## src/rtl/mc_core_pkg.sv

```systemverilog
// Shared definitions for the multicycle MIPS core: opcodes, function codes,
// controller state encoding, ALU select, control word and small helpers.
// Optional jump support is selected with the macro MC_CORE_JUMP_EN.
package mc_core_pkg;

    localparam logic [5:0] OP_RTYPE = 6'h00;
    localparam logic [5:0] OP_J     = 6'h02;
    localparam logic [5:0] OP_BEQ   = 6'h04;
    localparam logic [5:0] OP_ADDI  = 6'h08;
    localparam logic [5:0] OP_LW    = 6'h23;
    localparam logic [5:0] OP_SW    = 6'h2B;

    localparam logic [5:0] FN_ADD = 6'h20;
    localparam logic [5:0] FN_SUB = 6'h22;
    localparam logic [5:0] FN_AND = 6'h24;
    localparam logic [5:0] FN_OR  = 6'h25;
    localparam logic [5:0] FN_SLT = 6'h2A;

    typedef enum logic [3:0] {
        FETCH, DECODE, EXEC, WB, MEMADR, MEMRD, MEMWB, MEMWR, BRANCH, JUMP, HALT
    } state_t;

    typedef enum logic [2:0] {ADD, SUB, AND, OR, SLT} alu_ctl_t;

    // Datapath enables produced by the controller each cycle.
    typedef struct packed {
        logic     mem_req;
        logic     mem_we;
        logic     addr_pc;      // memory address comes from PC (fetch) not ALUOut
        logic     ir_we;
        logic     pc_inc;
        logic     ab_we;
        logic     alu_out_we;
        logic     alu_src_imm;
        alu_ctl_t alu_op;
        logic     rf_we;
        logic     rf_dst_rd;    // 1: write rd, 0: write rt
        logic     rf_from_mdr;  // 1: write MDR, 0: write ALUOut
        logic     mdr_we;
        logic     branch;       // take branch target when A==B
        logic     jump;
        logic     cnt_inc;
        logic     halt;
    } ctrl_t;

    function automatic logic [31:0] sext16(input logic [15:0] imm);
        return {{16{imm[15]}}, imm};
    endfunction

    function automatic logic funct_legal(input logic [5:0] f);
        return (f == FN_ADD) || (f == FN_SUB) || (f == FN_AND) ||
               (f == FN_OR)  || (f == FN_SLT);
    endfunction

    function automatic alu_ctl_t funct_to_alu(input logic [5:0] f);
        alu_ctl_t op;
        case (f)
            FN_SUB:  op = SUB;
            FN_AND:  op = AND;
            FN_OR:   op = OR;
            FN_SLT:  op = SLT;
            default: op = ADD;
        endcase
        return op;
    endfunction

    function automatic logic [31:0] alu_calc(input alu_ctl_t op,
                                             input logic [31:0] a,
                                             input logic [31:0] b);
        logic [31:0] r;
        case (op)
            SUB:     r = a - b;
            AND:     r = a & b;
            OR:      r = a | b;
            SLT:     r = {31'b0, ($signed(a) < $signed(b))};
            default: r = a + b;
        endcase
        return r;
    endfunction

endpackage

```

## src/rtl/multicycle_mips_core_if.sv

```systemverilog
// Unified instruction/data memory bus with a req/ack handshake.
// The core drives the master side; the memory (or a model) the slave side.
interface multicycle_mips_core_if #(
    parameter int ADDR_W = 8
) ();
    logic              req;
    logic              we;
    logic [ADDR_W-1:0] addr;
    logic [31:0]       wdata;
    logic [31:0]       rdata;
    logic              ack;

    modport master (output req, we, addr, wdata, input rdata, ack);
    modport slave  (input req, we, addr, wdata, output rdata, ack);
endinterface

```

## src/rtl/mc_core_ctrl.sv

```systemverilog
// Controller FSM for the multicycle MIPS core. Sequences fetch, decode,
// execute, memory and writeback and emits the datapath control word.
// The JUMP state is only reachable when MC_CORE_JUMP_EN is defined.
module mc_core_ctrl
    import mc_core_pkg::*;
(
    input  logic       clk,
    input  logic       clr,
    input  logic [5:0] opcode_i,
    input  logic [5:0] funct_i,
    input  logic       mem_ack_i,
    output ctrl_t      ctrl_o
);

    state_t state_q, state_d;
    logic   run_q;   // low for one cycle after reset so the first fetch waits for clr to fall

    // State register; reset parks the FSM in FETCH with requests held off.
    always_ff @(posedge clk) begin
        if (clr) begin
            state_q <= FETCH;
            run_q   <= 1'b0;
        end else begin
            state_q <= state_d;
            run_q   <= 1'b1;
        end
    end

    // Next-state and control-word decode.
    always_comb begin
        ctrl_o        = '0;
        ctrl_o.alu_op = ADD;
        state_d       = state_q;
        case (state_q)
            FETCH: begin
                ctrl_o.mem_req = run_q;
                ctrl_o.addr_pc = 1'b1;
                if (run_q && mem_ack_i) begin
                    ctrl_o.ir_we  = 1'b1;
                    ctrl_o.pc_inc = 1'b1;
                    state_d       = DECODE;
                end
            end
            DECODE: begin
                ctrl_o.ab_we = 1'b1;
                case (opcode_i)
                    OP_RTYPE:     state_d = funct_legal(funct_i) ? EXEC : HALT;
                    OP_ADDI:      state_d = EXEC;
                    OP_LW, OP_SW: state_d = MEMADR;
                    OP_BEQ:       state_d = BRANCH;
`ifdef MC_CORE_JUMP_EN
                    OP_J:         state_d = JUMP;
`endif
                    default:      state_d = HALT;
                endcase
            end
            EXEC: begin
                ctrl_o.alu_out_we  = 1'b1;
                ctrl_o.alu_src_imm = (opcode_i != OP_RTYPE);
                ctrl_o.alu_op      = (opcode_i == OP_RTYPE) ? funct_to_alu(funct_i) : ADD;
                state_d            = WB;
            end
            WB: begin
                ctrl_o.rf_we     = 1'b1;
                ctrl_o.rf_dst_rd = (opcode_i == OP_RTYPE);
                ctrl_o.cnt_inc   = 1'b1;
                state_d          = FETCH;
            end
            MEMADR: begin
                ctrl_o.alu_out_we  = 1'b1;
                ctrl_o.alu_src_imm = 1'b1;
                state_d            = (opcode_i == OP_LW) ? MEMRD : MEMWR;
            end
            MEMRD: begin
                ctrl_o.mem_req = 1'b1;
                if (mem_ack_i) begin
                    ctrl_o.mdr_we = 1'b1;
                    state_d       = MEMWB;
                end
            end
            MEMWB: begin
                ctrl_o.rf_we       = 1'b1;
                ctrl_o.rf_from_mdr = 1'b1;
                ctrl_o.cnt_inc     = 1'b1;
                state_d            = FETCH;
            end
            MEMWR: begin
                ctrl_o.mem_req = 1'b1;
                ctrl_o.mem_we  = 1'b1;
                if (mem_ack_i) begin
                    ctrl_o.cnt_inc = 1'b1;
                    state_d        = FETCH;
                end
            end
            BRANCH: begin
                ctrl_o.branch  = 1'b1;
                ctrl_o.cnt_inc = 1'b1;
                state_d        = FETCH;
            end
`ifdef MC_CORE_JUMP_EN
            JUMP: begin
                ctrl_o.jump    = 1'b1;
                ctrl_o.cnt_inc = 1'b1;
                state_d        = FETCH;
            end
`endif
            HALT: begin
                ctrl_o.halt = 1'b1;
            end
            default: state_d = FETCH;
        endcase
    end

endmodule

```

## src/rtl/multicycle_mips_core.sv

```systemverilog
// Multicycle MIPS core top: PC, IR, A/B, ALUOut, MDR, register file, ALU
// and the retired-instruction counter; sequencing lives in mc_core_ctrl.
// Jump support is enabled by defining MC_CORE_JUMP_EN.
module multicycle_mips_core
    import mc_core_pkg::*;
#(
    parameter int                ADDR_W   = 8,
    parameter logic [ADDR_W-1:0] PC_RESET = '0,
    parameter int                CNT_W    = 16
) (
    input  logic                        clk,
    input  logic                        clr,
    multicycle_mips_core_if.master      mem,
    output logic                        halt,
    output logic [ADDR_W-1:0]           pc,
    output logic [CNT_W-1:0]            instr_count
);

    ctrl_t             ctrl;
    logic [ADDR_W-1:0] pc_q;
    logic [31:0]       ir_q, a_q, b_q, alu_out_q, mdr_q;
    logic [CNT_W-1:0]  cnt_q;
    logic [31:0]       regs_q [32];

    logic [4:0]        rs, rt, rd, waddr;
    logic [15:0]       imm16;
    logic [31:0]       sext_imm, br_off, rd1, rd2, alu_b, alu_res, wdata;
    logic [31:0]       wr_sel;
    logic [ADDR_W-1:0] addr_raw;

    mc_core_ctrl u_ctrl (
        .clk       (clk),
        .clr       (clr),
        .opcode_i  (ir_q[31:26]),
        .funct_i   (ir_q[5:0]),
        .mem_ack_i (mem.ack),
        .ctrl_o    (ctrl)
    );

    assign rs       = ir_q[25:21];
    assign rt       = ir_q[20:16];
    assign rd       = ir_q[15:11];
    assign imm16    = ir_q[15:0];
    assign sext_imm = sext16(imm16);
    assign br_off   = {sext_imm[29:0], 2'b00};

    // $0 is hardwired to zero on the read side, so a same-cycle write to $0 is invisible.
    assign rd1 = (rs == 5'd0) ? 32'd0 : regs_q[rs];
    assign rd2 = (rt == 5'd0) ? 32'd0 : regs_q[rt];

    assign alu_b   = ctrl.alu_src_imm ? sext_imm : b_q;
    assign alu_res = alu_calc(ctrl.alu_op, a_q, alu_b);

    assign waddr = ctrl.rf_dst_rd ? rd : rt;
    assign wdata = ctrl.rf_from_mdr ? mdr_q : alu_out_q;

    // One write-select per register; entry 0 never enables.
    for (genvar gi = 0; gi < 32; gi++) begin : g_wsel
        if (gi == 0) begin : g_zero
            assign wr_sel[gi] = 1'b0;
        end else begin : g_reg
            assign wr_sel[gi] = ctrl.rf_we && (waddr == 5'(gi));
        end
    end

    // Register file write port; reset clears every entry.
    always_ff @(posedge clk) begin
        for (int i = 0; i < 32; i++) begin
            if (clr) begin
                regs_q[i] <= '0;
            end else if (wr_sel[i]) begin
                regs_q[i] <= wdata;
            end
        end
    end

    // Architectural and inter-state datapath registers.
    always_ff @(posedge clk) begin
        if (clr) begin
            pc_q      <= PC_RESET;
            ir_q      <= '0;
            a_q       <= '0;
            b_q       <= '0;
            alu_out_q <= '0;
            mdr_q     <= '0;
            cnt_q     <= '0;
        end else begin
            if (ctrl.ir_we) begin
                ir_q <= mem.rdata;
            end
            if (ctrl.pc_inc) begin
                pc_q <= pc_q + ADDR_W'(4);
            end else if (ctrl.branch && (a_q == b_q)) begin
                pc_q <= pc_q + ADDR_W'(br_off);
            end else if (ctrl.jump) begin
                pc_q <= ADDR_W'({ir_q[25:0], 2'b00});
            end
            if (ctrl.ab_we) begin
                a_q <= rd1;
                b_q <= rd2;
            end
            if (ctrl.alu_out_we) begin
                alu_out_q <= alu_res;
            end
            if (ctrl.mdr_we) begin
                mdr_q <= mem.rdata;
            end
            if (ctrl.cnt_inc) begin
                cnt_q <= cnt_q + CNT_W'(1);
            end
        end
    end

    // Bus outputs read as zero whenever no request is active.
    assign addr_raw  = ctrl.addr_pc ? pc_q : alu_out_q[ADDR_W-1:0];
    assign mem.req   = ctrl.mem_req;
    assign mem.we    = ctrl.mem_req & ctrl.mem_we;
    assign mem.addr  = ctrl.mem_req ? (addr_raw & ~ADDR_W'(3)) : '0;
    assign mem.wdata = (ctrl.mem_req && ctrl.mem_we) ? b_q : '0;

    assign halt        = ctrl.halt;
    assign pc          = pc_q;
    assign instr_count = cnt_q;

endmodule

```

## src/flat_wrapper.sv

```systemverilog
// flat-port wrapper written by rule: the top's interface ports become plain ports
module multicycle_mips_core_flat import mc_core_pkg::*;
#(
    parameter int                ADDR_W   = 8,
    parameter logic [ADDR_W-1:0] PC_RESET = '0,
    parameter int                CNT_W    = 16
)
  (clk, clr, halt, pc, instr_count, mem_req, mem_we, mem_addr, mem_wdata, mem_rdata, mem_ack);
  multicycle_mips_core_if #(.ADDR_W(ADDR_W)) mem_i ();
  input  logic clk;
  input  logic clr;
  output logic halt;
  output logic [ADDR_W-1:0] pc;
  output logic [CNT_W-1:0] instr_count;
  output wire logic [$bits(mem_i.req)-1:0] mem_req;
  output wire logic [$bits(mem_i.we)-1:0] mem_we;
  output wire logic [$bits(mem_i.addr)-1:0] mem_addr;
  output wire logic [$bits(mem_i.wdata)-1:0] mem_wdata;
  input wire logic [$bits(mem_i.rdata)-1:0] mem_rdata;
  input wire logic [$bits(mem_i.ack)-1:0] mem_ack;
  assign mem_req = mem_i.req;
  assign mem_we = mem_i.we;
  assign mem_addr = mem_i.addr;
  assign mem_wdata = mem_i.wdata;
  assign mem_i.rdata = mem_rdata;
  assign mem_i.ack = mem_ack;
  multicycle_mips_core #(.ADDR_W(ADDR_W), .PC_RESET(PC_RESET), .CNT_W(CNT_W)) u_core (.clk(clk), .clr(clr), .mem(mem_i), .halt(halt), .pc(pc), .instr_count(instr_count));
endmodule
```

## config.mk

```make
export PLATFORM = sky130hd
export DESIGN_NAME = multicycle_mips_core_flat
export DESIGN_NICKNAME = d
export VERILOG_FILES = /design/src/rtl/mc_core_pkg.sv /design/src/rtl/multicycle_mips_core_if.sv /design/src/rtl/mc_core_ctrl.sv /design/src/rtl/multicycle_mips_core.sv /design/src/flat_wrapper.sv
export SDC_FILE = /design/constraint.sdc
export NUM_CORES = 2
export LEC_CHECK = 0
export CAP_MARGIN = 5
export CELL_PAD_IN_SITES_DETAIL_PLACEMENT = 0
export CELL_PAD_IN_SITES_GLOBAL_PLACEMENT = 1
export CORE_MARGIN = 2
export CORE_UTILIZATION = 39
export DETAILED_ROUTE_END_ITERATION = 16
export GPL_TIMING_DRIVEN = 0
export PLACE_DENSITY = 0.7
export REMOVE_ABC_BUFFERS = 1
export SYNTH_ARGS = -nofsm -noshare
export SYNTH_HDL_FRONTEND = slang
export SYNTH_SLANG_ARGS = --single-unit
```

## constraint.sdc

```tcl
create_clock -name clk -period 14.2 [get_ports clk]
set_clock_uncertainty 0.1 [all_clocks]
set_input_delay 2.84 -clock clk [delete_from_list [all_inputs] [get_ports clk]]
set_output_delay 2.84 -clock clk [all_outputs]
set_load 0.03 [all_outputs]
```

# After elaboration in Yosys (flattened, before gate mapping)
# Memory sizes are Yosys's and may differ from the RTL's. A register that Yosys moved wholly into a read port is not among the register bits.
# Index checks and enable logic that the tools add are counted.
totals:
  regBits: 189
  latchBits: 0
  ram_bits: 1024
  romBits: 0
  out_inout_bits: 67
  word_cells: 323
  n_memories: 1
memory_table:
  columns: ["name", "depth", "word_bits", "rd", "rd_ports_with_merged_regs", "wr", "line_no", "rtl"]
  rows:
  - ["u_core.regs_q", 32, 32, 2, 2, 32, "multicycle_mips_core.sv:23", "logic [31:0] regs_q [32];"]
op_classes:
  addsub: 5
  n_mul: 0
  div: 0
  magnitude_cmp: 1
  eq_ne: 57
  n_shift: 0
  n_mux: 166
  bitwise: 35
  reduce_logical: 49
ops:
  columns: ["cell", "count"]
  rows:
  - ["two-way mux 32 bit", 36]
  - ["one-hot mux 32 bit (4 select lines)", 1]
  - ["two-way mux 1 bit", 105]
  - ["equality test 5 bit, second input constant", 16]
  - ["equality test 6 bit, second input constant", 7]
  - ["equality test 5 x 4 -> 1 bit, second input constant", 8]
  - ["logical AND 1 bit", 34]
  - ["adder 32 bit", 1]
  - ["AND 32 bit", 1]
  - ["equality test 32 bit", 1]
  - ["less-than comparator 32 bit", 1]
  - ["two-way mux 8 bit", 4]
  - ["bitwise OR 32 bit", 1]
  - ["subtractor 32 bit", 1]
  - ["bitwise OR 1 bit", 31]
  - ["one-hot mux 4 bit (7 select lines)", 1]
  - ["two-way mux 5 bit", 5]
  - ["equality test 5 x 3 -> 1 bit, second input constant", 4]
  - ["adder 16 x 1 -> 16 bit, second input constant", 1]
  - ["equality test 4 x 3 -> 1 bit, second input constant", 4]
  - ["two-way mux 4 bit", 4]
  - ["one-hot mux 4 bit (4 select lines)", 1]
  - ["one-hot mux 3 bit (4 select lines)", 1]
  - ["equality test 5 x 2 -> 1 bit, second input constant", 2]
  - ["27 further kinds", 42]

# Longest topological paths before layout
logic_depth:
  ltp_word: 9
  ltp_mapped: 22
  depth_no_buf: 20

# Cells and area by module
# From an unflattened synthesis, not the netlist that was laid out.
unflattened:
  cells_unflattened: 5073
  hier_area_um2: 64444.3
modules_own_cells:
  columns: ["module", "instances", "cells_each", "area_each_um2"]
  rows:
  - ["multicycle_mips_core", 1, 4985, 63850.0]
  - ["mc_core_ctrl", 1, 88, 594.3]

# Least setup slack after synthesis
# Ideal clock, no wire load.
synth_timing:
  kind: "input port to flip-flop"
  from: "in clr"
  to: "mem u_core.regs_q[29][0] (enable)"
  setup_time_ns: 0.658
  arrival_ns: 4.511
  setup_slack_ns: 8.931
  stages: 4
  n_path_buf: 2
  path_cell_list: "inv_1 clkbuf_1 clkbuf_1 o21ai_0"
synth_lines:
  columns: ["item", "line_no", "rtl"]
  rows:
  - ["from (decl)", "flat_wrapper.sv:11", "input logic clr;"]
  - ["to (decl)", "multicycle_mips_core.sv:23", null]

# Final worst setup path
layout_timing:
  from: "reg u_core.ir_q[26]"
  to: "reg u_core.alu_out_q[0]"
layout_via:
  elab_chain_cells: 5
  elab_cells_between_ends: 16
layout_rtl:
  columns: ["item", "line_no", "rtl"]
  rows:
  - ["from (decl)", "multicycle_mips_core.sv:21", "logic [31:0] ir_q, a_q, b_q, alu_out_q, mdr_q;"]
  - ["from (signal assigned)", "multicycle_mips_core.sv:89", "ir_q <= mem.rdata;"]
  - ["nonzero test 6 bit / zero test 6 bit (equally long branches)", "mc_core_ctrl.sv:59, mc_core_ctrl.sv:60", null]
  - ["one-hot mux 2 bit (2 select lines) / two-way mux 3 bit (equally long branches)", "mc_core_ctrl.sv:34, mc_core_ctrl.sv:60", null]
  - ["two-way mux 32 bit / two-way mux 3 bit (equally long branches)", "multicycle_mips_core.sv:51, mc_core_ctrl.sv:34", null]
  - ["adder 32 bit (tied with other cells)", "mc_core_pkg.sv:76", "default: r = a + b;"]
  - ["one-hot mux 32 bit (4 select lines) (*)", "mc_core_pkg.sv:71", "case (op)"]
  - ["to (signal assigned)", "multicycle_mips_core.sv:103", "alu_out_q <= alu_res;"]
  - ["to (decl)", "multicycle_mips_core.sv:21", null]
# Every way passes the cells marked *; elsewhere a longest branch is shown, timed or not.
# A chain may end at the register's enable or synchronous reset.

==> flow_summary.json <==
{
  "cp.buffers_inverters": 3,
  "yosysMostFrequentCell": "nor2_1",
  "status": "finished, final reports clean",
  "netlist_instances": 5013,
  "tritoncts": "built",
  "stdcell_count": 7243,
  "nets": 5102,
  "finalCritPeriodShare_pct": 49.4,
  "crit_slowest_cell": "nand2_1",
  "synth_edf_count": 992,
  "holdPathEnd": "u_core.ir_q[8]",
  "hp-class": "reg -> reg",
  "synthArstFlopShare_pct": 0,
  "ys_warn_count": 0,
  "path_cells": "or3_1 -> nand2b_1 -> nor3_1 -> o21ai_0 -> nand2_2 -> clkinv_1 -> nand2_1 -> nand2_1 -> inv_1 -> ha_1 -> inv_1 -> a21oi_1 -> o31ai_1 -> o21ai_0 -> nand3_1 -> o21ai_0 -> nand2_1 -> a221o_1 -> a221oi_1 -> a31o_2",
  "worstSetupPathType": "reg -> reg",
  "drive_gt1_share_pct": 23.3,
  "rr_startpoint": "u_core.ir_q[26]",
  "dp.cells": 7002,
  "cts_resized": 0,
  "max_slew_margin_pct": 9.79,
  "min_period_ns": 7.01,
  "worstSkewPairLatency_ns": 0.78,
  "path_clk_slew_ns": 0.06,
  "critical_path_arrival_ns": 7.63,
  "routed_wl_mm": 230,
  "rows": 148,
  "rrSetupSlack_ns": 7.19,
  "grt_setup_unrepaired": "no",
  "hp-start": "u_core.ir_q[8]",
  "crit_fanout": 17,
  "drt_iter0_drc": 6510,
  "cts_buffers": 132,
  "cp-end-kind": "register",
  "synthTopCellsByArea": "edfxtp_1, mux4_2, nor2_1",
  "h-tree-depth": 4,
  "syn_area_per_cell_sq_um": 12.7,
  "netlist_area_sq_um": 63700,
  "yosysSeqAreaShare_pct": 52.9,
  "r2r_cells": 20,
  "vias": 45273,
  "ir_worst_vdd_mv": 0.105,
  "synth_commonest_cells": "nor2_1, edfxtp_1, mux4_2",
  "ys_ff_latch": 1189,
  "final_area_sq_um": 74600,
  "ant_nets": 0,
  "slowest_delay_ns": 1.03,
  "grt-ovfl-total": 0,
  "core_sq_um": 163000,
  "ctsHoldBuffers": 0,
  "grt_usage_pct": 27.2,
  "vias_per_cell": 6.25,
  "clockRootBuffer": "clkbuf_16",
  "hold_viol_final": 0,
  "drcViolationCount": 0,
  "setup_viol": 0,
  "total_power_w": 0.00826,
  "post-cts-setup-buffers": 0,
  "grt_pass1_wl_mm": 324,
  "tightest_slew_ns": 1.35,
  "numClockSinks": 1189,
  "antenna_cells": 0,
  "synth_top_flop_cell": "edfxtp_1",
  "pre_cts_ws_ns": 7.43,
  "clk_path_buf_depth": 3,
  "synth_top_area_share_pct": 46.7,
  "grt_max_degree": 133,
  "io_buffers": 97,
  "die_w_um": 408,
  "worstSetupStartpointType": "register",
  "antenna_found_initial": 5,
  "io_pins": 102,
  "fin_ws_ns": 7.19,
  "cp.required_ns": 14.82,
  "hold_depth": 2,
  "max_freq_mhz": 143,
  "leakage_nw": 24.1,
  "initial_core_util_pct": 39.2,
  "crit_family": "simple AND/OR/NAND/NOR gates",
  "critPathLaunch": "u_core.ir_q[26]",
  "powerDensity_nw_per_um2": 111,
  "synth_top_cell_by_area": "edfxtp_1",
  "drt_pass1_iterations": 7,
  "die_y_um": 408,
  "grt_pass1_vias": 44295,
  "die_area_sq_um": 167000,
  "r2r_end": "u_core.alu_out_q[0]",
  "detail_route.wl_per_cell_um": 31.8,
  "dp_hpwl_mm": 153,
  "yosysUniqueCellTypes": 76,
  "drv_cap": 0,
  "place_area_sq_um": 70400,
  "final_max_slew_viol_count": 0,
  "gp_congestion": 0.906,
  "area_growth_pct": 17.1,
  "finalSetupTns_ns": 0
}
## worst max-delay path by stage
stage | to | slack, ns | cells past startpoint
detailed placement | u_core.alu_out_q[0] | 7.43 | 20
finish | u_core.alu_out_q[0] | 7.19 | 20
global placement | u_core.b_q[12] | -20.12 | 6
global route | u_core.alu_out_q[0] | 6.87 | 20
CTS | u_core.alu_out_q[0] | 7.39 | 20
floorplan | u_core.b_q[0] | -0.56 | 6
## area by class of cell
class / count / area (sq um)
well taps: 2175 / 2720
clock inverters: 68 / 623
multi-input cells: 3250 / 28600
clock buffers: 173 / 3600
inverters: 116 / 438
repair buffers: 272 / 4870
fillers: 14359 / 88000
flip-flops and latches: 1189 / 33800
## state kept, by name (all words and copies together), names as in the netlist, named ones only
signal / flops
u_core.regs_q: 992
u_core.a_q: 32
u_core.alu_out_q: 32
u_core.b_q: 32
u_core.ir_q: 32
u_core.mdr_q: 32
u_core.instr_count: 16
u_core.pc: 6
u_core.u_ctrl.state_q: 4
u_core.u_ctrl.run_q: 1
## metrics by stage
stage	hold slack [ns]	util [%]
after CTS	0.358	45.9
after global routing	0.374	45.9
after detailed placement	0.350	43.3
final	0.358	45.9
after floorplan	0.325	-
after global placement	0.343	40.3
## cells in the final DEF (no fill, tap or decap), drive strengths merged, types with 64 or more instances in the layout
cell,n
a21oi,194
a22o,64
buf,176
clkbuf,173
clkdlybuf4s50,96
dfxtp,197
edfxtp,992
ha,103
inv,124
mux2,96
mux2i,82
mux4,576
nand2,324
nor2,1226
o21ai,88
## tightest hold or removal path: stages (launching register included)
cell and delay (ns):
dfxtp_1 0.31, nand2_1 0.05, a21oi_1 0.05
## cells by family (layout without fill, tap and decap cells)
group                    count (synthesis)  count (layout)  share of synthesized area (%)
AO/OA/AOI/OAI                          560             560                           5.84
XOR/XNOR                                85              85                           1.17
adder cells (fa/ha/maj)                106             106                           2.12
buffers and inverters                  577             629                           3.61
flip-flops                            1189            1189                           52.9
multiplexers                           754             754                           23.3
other                                    1               4                        0.00589
AND/OR/NAND/NOR                       1741            1741                           11.0
## layer usage
layer | vias up | share of wire (%) | GRT usage [%]
li1 | 18557 | - | -
met1 | 23144 | 37 | 35.5
met2 | 2973 | 47 | 43.8
met3 | 595 | 12 | 6.87
met4 | 4 | 4.4 | 10.5
met5 | - | 0.012 | 0
## where the power goes
part / switching (W) / total, W / internal (W)
Combinational: 0.000502 / 0.000890 / 0.000389
Clock: 0.00149 / 0.00340 / 0.00192
Sequential: 0.0000891 / 0.00396 / 0.00388
Total: 0.00208 / 0.00826 / 0.00618
(Power assumes the default switching activity.)
